`src/rtl/apx_mul_pkg.sv`:
```
// Shared constants and types for the pipelined approximate multiplier family.
// Latency: none (package only). Backpressure: not applicable.
package apx_mul_pkg;
    localparam int MODE_HH = 3;
    localparam int MODE_HL = 2;
    localparam int MODE_LH = 1;
    localparam int MODE_LL = 0;

    localparam int APX_BITS_DEF = 2;

    // One bit per pipeline stage, index 0 = first stage.
    typedef logic [2:0] stage_vld_t;
endpackage

```
`src/rtl/pipe_apx_mul_if.sv`:
```
// Operand/result stream bundle for pipe_apx_mul: valid/ready in, valid/ready out.
// Latency: none (wiring). Backpressure: carried by in_ready/out_ready.
interface pipe_apx_mul_if #(parameter int WIDTH = 8);
    logic                 in_valid;
    logic                 in_ready;
    logic [WIDTH-1:0]     a;
    logic [WIDTH-1:0]     b;
    logic [3:0]           mode;
    logic                 out_valid;
    logic                 out_ready;
    logic [2*WIDTH-1:0]   prod;

    modport master (output in_valid, a, b, mode, out_ready,
                    input  in_ready, out_valid, prod);
    modport slave  (input  in_valid, a, b, mode, out_ready,
                    output in_ready, out_valid, prod);
endinterface

```
`src/rtl/apx_quad_mul.sv`:
```
// One HALF x HALF quadrant multiplier; apx clears the low APX_BITS of the product.
// Latency: combinational. Backpressure: none.
module apx_quad_mul #(
    parameter int HALF     = 4,
    parameter int APX_BITS = 2
) (
    input  logic [HALF-1:0]   x,
    input  logic [HALF-1:0]   y,
    input  logic              apx,
    output logic [2*HALF-1:0] p
);
    localparam logic [2*HALF-1:0] KEEP = {2*HALF{1'b1}} << APX_BITS;

    logic [2*HALF-1:0] exact;

    assign exact = (2*HALF)'(x) * (2*HALF)'(y);
    assign p     = apx ? (exact & KEEP) : exact;
endmodule

```
`src/rtl/pipe_apx_mul.sv`:
```
// Pipelined four-quadrant approximate multiplier, 3 stages, valid/ready with full-rate stall propagation.
// Optional error statistics under APXMUL_ERRSTAT_EN; in_ready depends on out_ready, never on in_valid.
module pipe_apx_mul
    import apx_mul_pkg::*;
#(
    parameter int WIDTH    = 8,
    parameter int APX_BITS = APX_BITS_DEF
) (
    input  logic               clk,
    input  logic               rst_n,
    pipe_apx_mul_if.slave      bus,
    input  logic               stat_clr,
    output logic [15:0]        err_cnt,
    output logic [2*WIDTH-1:0] err_max
);
    localparam int HALF = WIDTH / 2;
    localparam int PW   = 2 * WIDTH;
    localparam int QW   = 2 * HALF;

    stage_vld_t vld;
    stage_vld_t adv;
    logic       acc;

    logic [WIDTH-1:0] a1, b1;
    logic [3:0]       m1;
    logic [QW-1:0]    q_hh, q_hl, q_lh, q_ll;
    logic [QW-1:0]    hh2, hl2, lh2, ll2;
    logic [PW-1:0]    sum;
    logic [PW-1:0]    prod3;

    // adv[i]: stage i hands its contents on this cycle.
    always_comb begin
        adv    = '0;
        adv[2] = vld[2] & bus.out_ready;
        adv[1] = vld[1] & (~vld[2] | adv[2]);
        adv[0] = vld[0] & (~vld[1] | adv[1]);
    end

    assign bus.in_ready  = ~vld[0] | adv[0];
    assign acc           = bus.in_valid & bus.in_ready;
    assign bus.out_valid = vld[2];
    assign bus.prod      = prod3;

    always_ff @(posedge clk or negedge rst_n) begin
        if (!rst_n) begin
            vld <= '0;
        end else begin
            vld[0] <= acc    | (vld[0] & ~adv[0]);
            vld[1] <= adv[0] | (vld[1] & ~adv[1]);
            vld[2] <= adv[1] | (vld[2] & ~adv[2]);
        end
    end

    apx_quad_mul #(.HALF(HALF), .APX_BITS(APX_BITS)) u_hh (
        .x(a1[WIDTH-1:HALF]), .y(b1[WIDTH-1:HALF]), .apx(m1[MODE_HH]), .p(q_hh));
    apx_quad_mul #(.HALF(HALF), .APX_BITS(APX_BITS)) u_hl (
        .x(a1[WIDTH-1:HALF]), .y(b1[HALF-1:0]),     .apx(m1[MODE_HL]), .p(q_hl));
    apx_quad_mul #(.HALF(HALF), .APX_BITS(APX_BITS)) u_lh (
        .x(a1[HALF-1:0]),     .y(b1[WIDTH-1:HALF]), .apx(m1[MODE_LH]), .p(q_lh));
    apx_quad_mul #(.HALF(HALF), .APX_BITS(APX_BITS)) u_ll (
        .x(a1[HALF-1:0]),     .y(b1[HALF-1:0]),     .apx(m1[MODE_LL]), .p(q_ll));

    // Approximation only clears bits, so the sum never exceeds the exact product and fits in PW bits.
    assign sum = (PW'(hh2) << WIDTH) + ((PW'(hl2) + PW'(lh2)) << HALF) + PW'(ll2);

    always_ff @(posedge clk or negedge rst_n) begin
        if (!rst_n) begin
            a1    <= '0;
            b1    <= '0;
            m1    <= '0;
            hh2   <= '0;
            hl2   <= '0;
            lh2   <= '0;
            ll2   <= '0;
            prod3 <= '0;
        end else begin
            if (acc) begin
                a1 <= bus.a;
                b1 <= bus.b;
                m1 <= bus.mode;
            end
            if (adv[0]) begin
                hh2 <= q_hh;
                hl2 <= q_hl;
                lh2 <= q_lh;
                ll2 <= q_ll;
            end
            if (adv[1]) begin
                prod3 <= sum;
            end
        end
    end

`ifdef APXMUL_ERRSTAT_EN
    logic [PW-1:0] ex2, ex3, err;

    assign err = ex3 - prod3;

    always_ff @(posedge clk or negedge rst_n) begin
        if (!rst_n) begin
            ex2     <= '0;
            ex3     <= '0;
            err_cnt <= '0;
            err_max <= '0;
        end else begin
            if (adv[0]) ex2 <= PW'(a1) * PW'(b1);
            if (adv[1]) ex3 <= ex2;
            // A clear in the same cycle as an erroneous handshake discards that sample.
            if (stat_clr) begin
                err_cnt <= '0;
                err_max <= '0;
            end else if (adv[2] && err != '0) begin
                if (err_cnt != 16'hFFFF) err_cnt <= err_cnt + 16'd1;
                if (err > err_max)       err_max <= err;
            end
        end
    end
`else
    logic unused_stat_clr;

    assign unused_stat_clr = stat_clr;
    assign err_cnt         = '0;
    assign err_max         = '0;
`endif
endmodule
```
`src/flat_wrapper.sv`:
```
// flat-port wrapper written by rule: the top's interface ports become plain ports
module pipe_apx_mul_flat import apx_mul_pkg::*;
#(
    parameter int WIDTH    = 8,
    parameter int APX_BITS = APX_BITS_DEF
)
  (clk, rst_n, stat_clr, err_cnt, err_max, bus_in_valid, bus_a, bus_b, bus_mode, bus_out_ready, bus_in_ready, bus_out_valid, bus_prod);
  pipe_apx_mul_if #(.WIDTH(WIDTH)) bus_i ();
  input  logic clk;
  input  logic rst_n;
  input  logic stat_clr;
  output logic [15:0] err_cnt;
  output logic [2*WIDTH-1:0] err_max;
  input wire logic [$bits(bus_i.in_valid)-1:0] bus_in_valid;
  input wire logic [$bits(bus_i.a)-1:0] bus_a;
  input wire logic [$bits(bus_i.b)-1:0] bus_b;
  input wire logic [$bits(bus_i.mode)-1:0] bus_mode;
  input wire logic [$bits(bus_i.out_ready)-1:0] bus_out_ready;
  output wire logic [$bits(bus_i.in_ready)-1:0] bus_in_ready;
  output wire logic [$bits(bus_i.out_valid)-1:0] bus_out_valid;
  output wire logic [$bits(bus_i.prod)-1:0] bus_prod;
  assign bus_i.in_valid = bus_in_valid;
  assign bus_i.a = bus_a;
  assign bus_i.b = bus_b;
  assign bus_i.mode = bus_mode;
  assign bus_i.out_ready = bus_out_ready;
  assign bus_in_ready = bus_i.in_ready;
  assign bus_out_valid = bus_i.out_valid;
  assign bus_prod = bus_i.prod;
  pipe_apx_mul #(.WIDTH(WIDTH), .APX_BITS(APX_BITS)) u_core (.clk(clk), .rst_n(rst_n), .bus(bus_i), .stat_clr(stat_clr), .err_cnt(err_cnt), .err_max(err_max));
endmodule
```
`config.mk`:
```
export PLATFORM = sky130hd
export DESIGN_NAME = pipe_apx_mul_flat
export DESIGN_NICKNAME = d
export VERILOG_FILES = /design/src/rtl/apx_mul_pkg.sv /design/src/rtl/pipe_apx_mul_if.sv /design/src/rtl/apx_quad_mul.sv /design/src/rtl/pipe_apx_mul.sv /design/src/flat_wrapper.sv
export SDC_FILE = /design/constraint.sdc
export NUM_CORES = 1
export LEC_CHECK = 0
export CORE_ASPECT_RATIO = 1.25
export CORE_UTILIZATION = 55
export DETAILED_ROUTE_END_ITERATION = 12
export GPL_TIMING_DRIVEN = 0
export MAX_ROUTING_LAYER = met4
export PLACE_DENSITY = 0.8
export RECOVER_POWER = 25
export SETUP_SLACK_MARGIN = 0.3
export SLEW_MARGIN = 20
export SYNTH_ARGS = -nofsm -noshare
export SYNTH_HDL_FRONTEND = slang
export SYNTH_SLANG_ARGS = --single-unit
```
`constraint.sdc`:
```
create_clock -name clk -period 3.45 [get_ports clk]
set_clock_uncertainty 0.1 [all_clocks]
set_input_delay 0.69 -clock clk [delete_from_list [all_inputs] [get_ports clk]]
set_output_delay 0.69 -clock clk [all_outputs]
set_load 0.05 [all_outputs]
```
==> results of run 1 <==
[registers in the layout (all words and copies together), names as in the netlist]
name / flops
u_core.a1: 8
u_core.b1: 8
u_core.bus.prod: 16
u_core.hh2: 8
u_core.hl2: 8
u_core.lh2: 8
u_core.ll2: 8
u_core.m1: 4
u_core.vld: 3
[where the power goes]
group | internal (mW) | total [mW] | switching, mW
Sequential | 1.11 | 1.33 | 0.222
Combinational | 1.36 | 3.13 | 1.77
Clock | 0.490 | 0.861 | 0.371
Total | 2.96 | 5.32 | 2.37
[synth_stat cells, types with 4 or more instances]
master,n,area (um2)
a21o_1,10,75.07
a21oi_1,19,95.09
and2_1,44,275.3
buf_2,8,40.04
buf_4,33,247.7
clkbuf_1,4,15.01
dfrtp_1,71,1777
fa_1,18,360.4
ha_1,67,838.3
inv_1,24,90.09
mux2_2,34,382.9
mux2i_1,6,60.06
nand2_1,59,221.5
nand2b_1,8,50.05
nand3_1,4,20.02
nand4_1,5,31.28
nor2_1,20,75.07
nor3b_1,12,90.09
o21ai_0,26,130.1
o21bai_1,5,37.54
o31ai_1,5,37.54
xnor2_1,15,131.4
xor2_1,7,61.31
[final timing paths]
| kind | cells past startpoint | startpoint | endpoint |
|---|---|---|---|
| worst max-delay path | 13 | u_core.hl2[0] | u_core.bus.prod[13] |
| worst min-delay path | 1 | u_core.m1[0] | u_core.ll2[0] |
| worst max register to register | 13 | u_core.hl2[0] | u_core.bus.prod[13] |
| worst min register to register | 1 | u_core.m1[0] | u_core.ll2[0] |
| max in group asynchronous | 2 | rst_n | u_core.a1[1] |
| min in group asynchronous | 1 | rst_n | u_core.bus.prod[12] |
[cells in the final DEF, fill, tap and decap left out, drive strengths merged, types with 5 or more instances in the layout]
cell,synthesis,routed
nand2b,8,8
clkbuf,4,16
dfrtp,71,71
inv,24,25
xor2,7,7
nand4,5,5
a21o,10,10
a21oi,20,20
mux2i,6,6
nor2,20,20
fa,18,18
o21bai,5,5
o31ai,5,5
xnor2,15,15
clkdlybuf4s50,0,40
and2,44,44
o21ai,28,28
nor3b,12,12
conb,1,32
buf,41,53
mux2,34,34
ha,67,67
nand2,59,59
[worst max-delay path: stages, from the launching register on]
cell and delay, ps:
dfrtp_1 360, ha_2 190, inv_1 50, fa_2 360, nor2b_2 140, o21ai_2 70
a21boi_2 210, nor2_1 70, ha_1 350, a21oi_2 220, nor2_1 120, o311ai_4 350
mux2i_1 230, o311ai_1 110
[per-stage QoR]
step | std cells | area (um2)
after floorplan | 568 | 5520
after global routing | 764 | 6551
after CTS | 752 | 6407
after detailed placement | 736 | 6106
final | 764 | 6551
after global placement | 735 | 6088
[logic make-up after synthesis]
logic type,count (synthesis)
compound gates,83
xor+xnor,22
fa+ha+maj,85
buf+inv,69
flops,71
mux,40
other cells,1
simple gates,166
[layer usage]
| metal | wire length (um) | vias up |
|---|---|---|
| met5 | 0 | - |
| met1 | 4506 | 1904 |
| li1 | - | 1980 |
| met2 | 5603 | 119 |
| met3 | 445 | 41 |
| met4 | 454 | 0 |
[layout make-up]
| type | count | area share, % |
|---|---|---|
| multi-input combinational | 428 | 52.43 |
| timing repair buffer | 54 | 7.620 |
| inverter | 24 | 1.375 |
| clock inverter | 6 | 0.7066 |
| sequential | 71 | 27.33 |
| clock buffer | 10 | 3.495 |
| buffer | 45 | 4.641 |
| tap | 126 | 2.406 |
[timing repair]
action	CTS	global route
gates cloned	0	0
setup endpoints to repair	10	15
gates resized for setup	8	29
pin swaps	0	8
buffers inserted	0	12
==> results.json, run 1 <==
{
  "status": "finished with violations",
  "failed_checks": "capacitance limit, slew limit",
  "cts_buffers": 9,
  "rows": 40,
  "worstHoldPathType": "reg2reg",
  "register_area_um2": 1790,
  "areaGrowthSynthToFinish_pct": 21.23,
  "antenna_found_initial": 0,
  "grt_pass1_wl_mm": 18.62,
  "syn_area_um2": 5404,
  "tightestPinTransition_ps": 1591,
  "fillers": 723,
  "routedWlPerCell_um": 14.41,
  "drc": 0,
  "cts.reportedPaths.clkPinSlew_ps": 60,
  "via_per_inst": 5.293,
  "cts_tree": "yes",
  "synth_top_family_by_area": "adder cells",
  "synthArstFlopShare_pct": 100.0,
  "design_power_total_mw": 5.323,
  "synthAdderAreaFrac_pct": 22.18,
  "relSlewSlack_pct": -6.089,
  "port-buffer-count": 41,
  "yosys_warnings": 0,
  "critPathRequiredTime_ps": 3550,
  "ys_seq_area_share_pct": 32.88,
  "clk-insertion-delay-late_ps": 340,
  "fp.dieH_um": 112.8,
  "htree_levels": 3,
  "nets": 743,
  "critical_path_class": "reg2reg",
  "vias": 4044,
  "setup_ws_ps": 386.0,
  "worst_setup_path_end_kind": "flip-flop",
  "grt_most_used_layer": "met2",
  "grtUsageTotal_pct": 23.90,
  "finalSetupViolations": 0,
  "fin_setup_tns_ps": 0,
  "finalCritPeriodShare_pct": 88.81,
  "ys_ff_latch": 71,
  "die_area_um2": 10230,
  "grt_pass1_vias": 4069,
  "dp_slack_ps": -10.38,
  "grt_start_max_net_pins": 43,
  "multi_input_area_um2": 3435,
  "finalMaxSlewViolations": 31,
  "gp_congestion": 0.8345,
  "cap_viol_max_count": 1,
  "die_x_um": 90.66,
  "synth_mux_area_share_pct": 8.196,
  "hold_violations": 0,
  "synth_edf_count": 0,
  "cp-start-kind": "flip-flop",
  "pin_count": 75,
  "clockBufferDepth": 2,
  "holdWs_ps": 368.6,
  "synth_cells": 537,
  "drtPass1Iterations": 4,
  "arrival_ps": 3170,
  "start_util_pct": 56.53,
  "synth_simple_gate_area_share_pct": 16.02,
  "critPathMaxFanout": 4,
  "synth_compound_area_share_pct": 9.817,
  "drtIter0Drc": 224,
  "dp_hpwl_mm": 8.488,
  "grt.met1_usage_pct": 26.39,
  "ir_drop_mv": 0.3856,
  "ys_types": 46,
  "cts-root-buf": "clkbuf_16",
  "synth_flop_cell": "dfrtp_1",
  "core_um2": 9559,
  "final_core_util_pct": 68.53,
  "cts-hold-fix-buffers": 0,
  "num_antenna_cells": 0,
  "power_leakage_nw": 3.210,
  "grt_use_met2_pct": 41.41,
  "routed_wl_mm": 11.01,
  "power_density_nw_per_um2": 812.6,
  "gr-total-overflow": 0,
  "syn_area_per_cell_um2": 10.06,
  "clock-sinks": 71,
  "post-route-min-period_ps": 3064,
  "detail-route-antenna-nets": 0,
  "gr-usage-met3_pct": 3.965,
  "drive_above_1_share_pct": 21.47,
  "fmaxAchievable_mhz": 326.4,
  "grt_setup_unrepaired": "yes",
  "synth-xor-area-share_pct": 3.566,
  "ff2ff_setup_slack_ps": 390
}
Note: power is estimated with default switching activity, not from simulation.
==> inputs of run 2 (changes only) <==
--- a/config.mk
+++ b/config.mk
@@ -12,7 +12,6 @@
 export MAX_ROUTING_LAYER = met4
 export PLACE_DENSITY = 0.8
 export RECOVER_POWER = 25
-export SETUP_SLACK_MARGIN = 0.3
 export SLEW_MARGIN = 20
 export SYNTH_ARGS = -nofsm -noshare
 export SYNTH_HDL_FRONTEND = slang
==> run 2 against run 1 <==
Effect of this change:
- the flow still finishes with violations (capacitance limit, slew limit)
- non-clock buffer count shrank 12
- global-route usage is essentially flat
- sequential power is essentially flat
- clock power is essentially flat
- sequential cell count is the same
- die area is the same
==> results.json, run 2 (synthesis gave the netlist of run 1 again) <==
{
  "cts_tree": "yes",
  "die_area_um2": 10230,
  "gp_congestion": 0.8345,
  "nets": 731,
  "routed_wl_mm": 10.72,
  "relSlewSlack_pct": -5.352,
  "vias": 3956,
  "dp_hpwl_mm": 8.488,
  "clockBufferDepth": 2,
  "cts.reportedPaths.clkPinSlew_ps": 60,
  "fin_setup_tns_ps": 0,
  "grtUsageTotal_pct": 23.91,
  "largest_reg_flops": 16,
  "stdcell_count": 752,
  "power_density_nw_per_um2": 798.4,
  "grt_setup_unrepaired": "no",
  "drive_above_1_share_pct": 15.65,
  "routedWlPerCell_um": 14.25,
  "via_per_inst": 5.261,
  "cts_buffers": 9,
  "final_cell_mix": "71 x dfrtp_1, 67 x ha_1, 59 x nand2_1",
  "port-buffer-count": 41,
  "rows": 40,
  "fp.dieH_um": 112.8,
  "drc": 0,
  "finalSetupViolations": 0,
  "core_um2": 9559,
  "design_power_total_mw": 5.094,
  "critical_path_class": "reg2reg",
  "cp_slowest_cell": "dfrtp_1",
  "place_inst": 736,
  "worstHoldPathType": "reg2reg",
  "critPathRequiredTime_ps": 3560,
  "finalCritPeriodShare_pct": 93.49,
  "cap_viol_max_count": 1,
  "path_buf_inv": 1,
  "num_antenna_cells": 0,
  "status": "finished with violations",
  "arrival_ps": 3340,
  "max_stage_delay_ps": 560,
  "detail-route-antenna-nets": 0,
  "pin_count": 75,
  "cp_top_family": "adder cells",
  "worst_setup_path_end_kind": "flip-flop",
  "hold_violations": 0,
  "critPathMaxFanout": 9,
  "finalMaxSlewViolations": 31,
  "post-route-min-period_ps": 3225,
  "clk-insertion-delay-late_ps": 340,
  "fmaxAchievable_mhz": 310.1,
  "grt_start_max_net_pins": 43,
  "layout_commonest_cell": "dfrtp_1",
  "cp-start-kind": "flip-flop",
  "drtIter0Drc": 195,
  "areaGrowthSynthToFinish_pct": 18.06,
  "tightestPinTransition_ps": 1580,
  "failed_checks": "capacitance limit, slew limit",
  "grt_pass1_vias": 4073,
  "drtPass1Iterations": 4,
  "start_util_pct": 56.53,
  "die_x_um": 90.66,
  "antenna_found_initial": 0,
  "power_leakage_nw": 3.140,
  "crit_top_cell": "fa_1",
  "ir_drop_mv": 0.3809,
  "clock-sinks": 71,
  "grt_pass1_wl_mm": 18.63,
  "htree_levels": 3,
  "gr-total-overflow": 0,
  "path_cells": "nand2_1 > fa_1 > inv_1 > fa_1 > ha_1 > a21o_1 > a21oi_1 > o21bai_1 > mux2i_1 > nand3_1",
  "cts-root-buf": "clkbuf_16",
  "post_cts_buffers": 0
}
## run 2: routing by layer
metal / track usage [%] / vias up / share of wire (%)
li1: - / 1957 / -
met1: 26.47 / 1870 / 42
met2: 41.52 / 98 / 51
met3: 3.091 / 31 / 3.6
met4: 13.44 / 0 / 3.4
met5: - / - / 0
## run 2: worst paths after layout
| kind | cells after the start | start | endpoint | slack (ps) |
|---|---|---|---|---|
| max | 10 | u_core.a1[4] | u_core.hl2[7] | 220 |
| min | 1 | u_core.m1[0] | u_core.ll2[0] | 370 |
| max reg2reg | 10 | u_core.a1[4] | u_core.hl2[7] | 220 |
| min reg2reg | 1 | u_core.m1[0] | u_core.ll2[0] | 370 |
| max in group asynchronous | 2 | rst_n | u_core.a1[0] | 880 |
| min in group asynchronous | 1 | rst_n | u_core.bus.prod[12] | 630 |
## run 2: repair_timing
action | 4_1_cts | 5_1_grt
endpoints found under the setup margin | 1 | 2
resized for setup | 1 | 4
hold buffers | 0 | 0
## run 2: final cells by class
cell class / instances / area [um2]
Tap cell: 126 / 157.7
Multi-Input combinational cell: 428 / 3368
Fill cell: 752 / 3179
Timing Repair Buffer: 42 / 409.1
Clock buffer: 10 / 229.0
Clock inverter: 6 / 46.29
Buffer: 45 / 302.8
Sequential cell: 71 / 1777
Inverter: 24 / 90.09
## run 2: where the power goes
part | switching, mW | total [mW] | internal, mW
Clock | 0.372 | 0.862 | 0.490
Combinational | 1.66 | 2.90 | 1.24
Sequential | 0.227 | 1.33 | 1.11
## run 2: worst reg2reg max path, delay by kind of cell (launching register included)
kind / cells / cell delay (ps)
flip-flops: 1 / 560
adder cells (fa/ha/maj): 3 / 1420
AO/OA/AOI/OAI: 3 / 550
AND/OR/NAND/NOR: 2 / 230
buffers and inverters: 1 / 80
multiplexers: 1 / 170
## run 2: stage by stage
step	utilization (%)	setup WS, ps	hold slack, ps	instance area (um2)
global route	66.74	32.08	398.7	6380
CTS	66.75	46.84	190.3	6381
detailed placement	63.87	-10.38	363.8	6106
floorplan	-	396.1	294.4	5520
finish	66.74	224.7	369.3	6380
global placement	63.69	-724.5	348.5	6088
